File: config.mk
export PLATFORM = sky130hd
export DESIGN_NAME = router_pkt_rx
export DESIGN_NICKNAME = d
export VERILOG_FILES = /design/src/rtl/router_pkt_rx.sv
export SDC_FILE = /design/constraint.sdc
export NUM_CORES = 1
export LEC_CHECK = 0
export CAP_MARGIN = 20
export CORE_MARGIN = 1
export CORE_UTILIZATION = 40
export CTS_CLUSTER_DIAMETER = 120
export DETAILED_ROUTE_END_ITERATION = 12
export GPL_TIMING_DRIVEN = 1
export SETUP_SLACK_MARGIN = 0.3
export SLEW_MARGIN = 20
export SYNTH_ARGS = -nofsm -noshare
export SYNTH_HDL_FRONTEND = slang
export SYNTH_SLANG_ARGS = --single-unit
File: constraint.sdc
create_clock -name clock -period 4.8 [get_ports clock]
set_input_delay 0.48 -clock clock [delete_from_list [all_inputs] [get_ports clock]]
set_output_delay 0.48 -clock clock [all_outputs]
set_load 0.005 [all_outputs]
File: src/rtl/router_pkt_rx.sv
// Router 1x3 input stage: header decode, per-packet steering into one of the
// destination FIFOs through a 1-deep output register, and parity checking.
module router_pkt_rx #(
  parameter int unsigned DATA_W    = 8,
  parameter int unsigned NUM_PORTS = 3,
  parameter int unsigned ADDR_W    = 2,
  parameter int unsigned LEN_W     = 6
) (
  input  logic                 clock,
  input  logic                 reset,
  input  logic [DATA_W-1:0]    data_in,
  input  logic                 pkt_valid,
  output logic                 busy,
  output logic                 error,
  output logic                 pkt_done,
  input  logic [NUM_PORTS-1:0] fifo_full,
  output logic [NUM_PORTS-1:0] wr_en,
  output logic [DATA_W-1:0]    fifo_din
);

  typedef enum logic [1:0] {
    IDLE    = 2'd0,
    PAYLOAD = 2'd1,
    PARITY  = 2'd2
  } state_t;

  state_t              state_q, state_d;
  logic [LEN_W-1:0]    cnt_q, cnt_d;
  logic [DATA_W-1:0]   parity_q, parity_d;
  logic                drop_q, drop_d;
  logic                out_full_q, out_full_d;
  logic [DATA_W-1:0]   out_data_q, out_data_d;
  logic [ADDR_W-1:0]   out_dest_q, out_dest_d;
  logic                error_q, error_d;
  logic                pkt_done_q, pkt_done_d;

  logic                dest_full;
  logic                accept;
  logic                load;
  logic [ADDR_W-1:0]   hdr_addr;
  logic [LEN_W-1:0]    hdr_len;
  logic                hdr_drop;

  // Full flag of the FIFO the held byte is headed for (0 for an invalid dest).
  always_comb begin
    dest_full = 1'b0;
    for (int unsigned i = 0; i < NUM_PORTS; i++) begin
      if (out_dest_q == ADDR_W'(i)) dest_full = fifo_full[i];
    end
  end

  // One-hot FIFO write strobe; a byte still held while reset is asserted is discarded.
  always_comb begin
    wr_en = '0;
    for (int unsigned i = 0; i < NUM_PORTS; i++) begin
      wr_en[i] = out_full_q & ~reset & (out_dest_q == ADDR_W'(i)) & ~fifo_full[i];
    end
  end

  assign busy     = out_full_q & dest_full;
  assign accept   = pkt_valid & ~busy;
  assign hdr_addr = data_in[ADDR_W-1:0];
  assign hdr_len  = LEN_W'(data_in >> ADDR_W);
  assign hdr_drop = (32'(hdr_addr) >= 32'(NUM_PORTS));

  assign error    = error_q;
  assign pkt_done = pkt_done_q;
  assign fifo_din = out_data_q;

  // Next-state, packet bookkeeping and output-register load/drain.
  always_comb begin
    state_d    = state_q;
    cnt_d      = cnt_q;
    parity_d   = parity_q;
    drop_d     = drop_q;
    out_full_d = out_full_q;
    out_data_d = out_data_q;
    out_dest_d = out_dest_q;
    error_d    = 1'b0;
    pkt_done_d = 1'b0;
    load       = 1'b0;

    // Held byte drains whenever its FIFO has room.
    if (out_full_q && !dest_full) out_full_d = 1'b0;

    case (state_q)
      IDLE: begin
        if (accept) begin
          cnt_d      = hdr_len;
          parity_d   = data_in;
          drop_d     = hdr_drop;
          out_dest_d = hdr_addr;
          load       = ~hdr_drop;
          state_d    = (hdr_len == '0) ? PARITY : PAYLOAD;
        end
      end
      PAYLOAD: begin
        if (accept) begin
          parity_d = parity_q ^ data_in;
          cnt_d    = cnt_q - LEN_W'(1);
          load     = ~drop_q;
          if (cnt_q == LEN_W'(1)) state_d = PARITY;
        end
      end
      PARITY: begin
        if (accept) begin
          load       = ~drop_q;
          pkt_done_d = 1'b1;
          error_d    = (data_in != parity_q) | drop_q;
          state_d    = IDLE;
        end
      end
      default: state_d = IDLE;
    endcase

    if (load) begin
      out_full_d = 1'b1;
      out_data_d = data_in;
    end
  end

  // State and datapath registers with synchronous reset.
  always_ff @(posedge clock) begin
    if (reset) begin
      state_q    <= IDLE;
      cnt_q      <= '0;
      parity_q   <= '0;
      drop_q     <= 1'b0;
      out_full_q <= 1'b0;
      out_data_q <= '0;
      out_dest_q <= '0;
      error_q    <= 1'b0;
      pkt_done_q <= 1'b0;
    end else begin
      state_q    <= state_d;
      cnt_q      <= cnt_d;
      parity_q   <= parity_d;
      drop_q     <= drop_d;
      out_full_q <= out_full_d;
      out_data_q <= out_data_d;
      out_dest_q <= out_dest_d;
      error_q    <= error_d;
      pkt_done_q <= pkt_done_d;
    end
  end

endmodule
==> run metrics <==
status=finished clean; CTS sink count=30; Tcrit/Tclk final=0.6035; total wire length=4.705 mm; Final Hold Viols=0; Filler cells=392; Post-CTS Setup Inserts=0; EDFF count, synth=0; DRT Pass-1 Iters=4; DIE WIDTH=68.95 um; critical path arrival=2.42 ns; Max VDD drop=0.1580 mV; DP Area=2064 um^2; count of port buffers added during placement=27; num ports=28; Clock Skews=0.005110 ns; yosys warns=0; Register-to-Register Path Depth=6; post-route cell area=2156 um^2; core area=4144 um^2; reg-to-reg setup timing slack=2.52 ns; Max-slew headroom=0.3428; gpl congestion=0.8101; initial antenna violation count=0; clk_lat worst skew=0.28 ns; Worst setup SP type=input port; Setup violations, final=0; Yosys cell types=50; Final WS setup=1.903 ns; Tightest Pin Transition=0.9799 ns; Pwr Total=0.9442 mW; RSZ-0062 raised after global routing=false; Max-Cap Viols=0; Rows=23; CP Max Fanout=16; post-CTS sizing=0; Final ANT Viol Nets=0; Hold Worst Slack=0.4800 ns; fin crit period=2.897 ns; wire per inst=16.74 um; CTS buffer count=5; CTS root buffer=clkbuf_8; H-tree depth=2; Worst-path clk slew=0.06 ns; fin. max-slew vios=0; full die area=4754 um^2; GRT Total Usage=0.2194; largest cells by area after synthesis=dfxtp_1 33%, o21ai_0 6.4%, a21oi_1 5.6%, a311o_1 4.5%, nor4b_1 4.4%; PD cells=438.0 nW/um^2; Syn Inst Count=211; non-filler cells, final=281; Achievable Freq=345.2 MHz; sequential fraction of the synthesis area=0.3350; dpl ws=1.923 ns; R2R Path Start=state_q[1]; final core utilization=0.5202; Mean Syn Cell Area=8.497 um^2; Most used DFF post-synth=dfxtp_1; # DRC=0; dpl hpwl=3.143 mm; Worst EP required=4.32 ns; routed via count=1,714; critical path endpoint=wr_en[1]; area share of the largest cell type after synthesis=0.3350; Crit Path Class=in2out; DRT iter0 DRCs=99; Final nets=250; via-per-instance ratio=6.100; Die Ht=68.95 um; layout cells sized above 1=0.06926; CTS tree=done; first-pass GRT wire length=7.603 mm; total nets after synthesis=231; pin count of the biggest net entering global routing=25; cell taking the most area after synthesis=dfxtp_1; Worst Setup End Kind=primary output; Hold Path Class=reg2reg; Placed Instances=273; Initial Utilization=0.4327; Synth Register Bits=30; Static Leak=0.7764 nW; Synth Cell Area=1793 um^2; Hold-fix buffers, CTS=0; Area growth, synth to finish=20.24%; asr flop ratio synth=0; maximum buffer depth of the clock tree=2; GR Overflow Total=0; Final TNS setup=0 ns; vias in the first global route=1,564; Sequential Area=600.6 um^2; worst r2r dst=parity_q[5]; CP startpoint=reset; area of the multi-input gates=1086 um^2; antenna diode count=0
==> layout make-up <==
class                           instances  area share
Multi-Input combinational cell        155      0.5038
Tap cell                               50     0.02902
Clock inverter                          1    0.002322
Timing Repair Buffer                   28      0.1288
Inverter                               10     0.01741
Clock buffer                            7     0.04005
Sequential cell                        30      0.2786
==> worst max-delay path, stage by stage <==
cell             delay [ns]
clkdlybuf4s50_1        0.71
buf_4                  0.36
nor4b_1                0.31
clkdlybuf4s50_1        0.55
==> layout by cell type, fill, tap and decap left out, types with 2 or more instances in the layout <==
cell	Yosys	layout
dfxtp_1	30	30
clkdlybuf4s50_1	0	27
o21ai_0	23	23
a21oi_1	20	20
nand2_1	12	12
inv_1	10	10
nand3_1	10	10
nor4b_1	9	9
a311o_1	8	8
and4_1	7	7
ha_1	6	6
clkbuf_8	0	6
nor2_1	5	5
xor2_1	5	5
nor4_1	3	3
nor2b_1	3	3
o211ai_1	3	3
nand4_1	3	3
xnor2_1	3	3
and3_1	3	3
or2_2	2	2
nor3_1	2	2
a211o_1	2	2
==> cell families after synthesis <==
kind of cell,count (synthesis),synth area share
AO/OA/AOI/OAI,73,0.2757
XOR/XNOR,8,0.03908
adder cells (fa/ha/maj),6,0.04187
buffers and inverters,26,0.05932
flip-flops,30,0.3350
multiplexers,3,0.02442
AND/OR/NAND/NOR,65,0.2247
==> layer usage <==
| layer | vias to the layer above | share of wire | GRT usage |
|---|---|---|---|
| met2 | 52 | 0.45 | 0.3459 |
| li1 | 841 | - | - |
| met4 | 0 | 0.015 | 0.09184 |
| met1 | 814 | 0.48 | 0.2857 |
| met3 | 7 | 0.055 | 0.04934 |
| met5 | - | 0 | 0 |
==> power breakdown <==
part           total (mW)  leakage (nW)  switching, mW  internal (mW)
clock network       0.208        0.0482         0.0923          0.115
registers           0.353         0.246         0.0516          0.301
logic               0.383         0.482          0.224          0.160
total               0.944         0.776          0.367          0.577
==> synthesized netlist by cell type, drive strengths merged (5+ instances only) <==
| cell type | instances |
|---|---|
| o21ai | 23 |
| nor4b | 9 |
| inv | 10 |
| nand2 | 12 |
| ha | 6 |
| a21oi | 21 |
| clkbuf | 11 |
| xor2 | 5 |
| buf | 5 |
| and4 | 8 |
| nand3 | 10 |
| dfxtp | 30 |
| nor2 | 5 |
| a311o | 8 |
==> worst min path at each step <==
stage,cells past startpoint,from,endpoint
6_report,2,fifo_din[1],fifo_din[1]
5_1_grt,2,fifo_din[7],fifo_din[7]
4_1_cts,2,fifo_din[6],fifo_din[6]
3_5_place_dp,2,fifo_din[6],fifo_din[6]
3_3_place_gp,2,cnt_q[4],cnt_q[4]
2_1_floorplan,2,cnt_q[4],cnt_q[4]
==> state kept, by name (all words and copies together), names as in the netlist <==
| register | cells |
|---|---|
| out_dest_q | 2 |
| cnt_q | 6 |
| fifo_din | 8 |
| state_q | 2 |
| drop_q | 1 |
| error | 1 |
| out_full_q | 1 |
| pkt_done | 1 |
| parity_q | 8 |
Power figures use the tool's default switching activity.
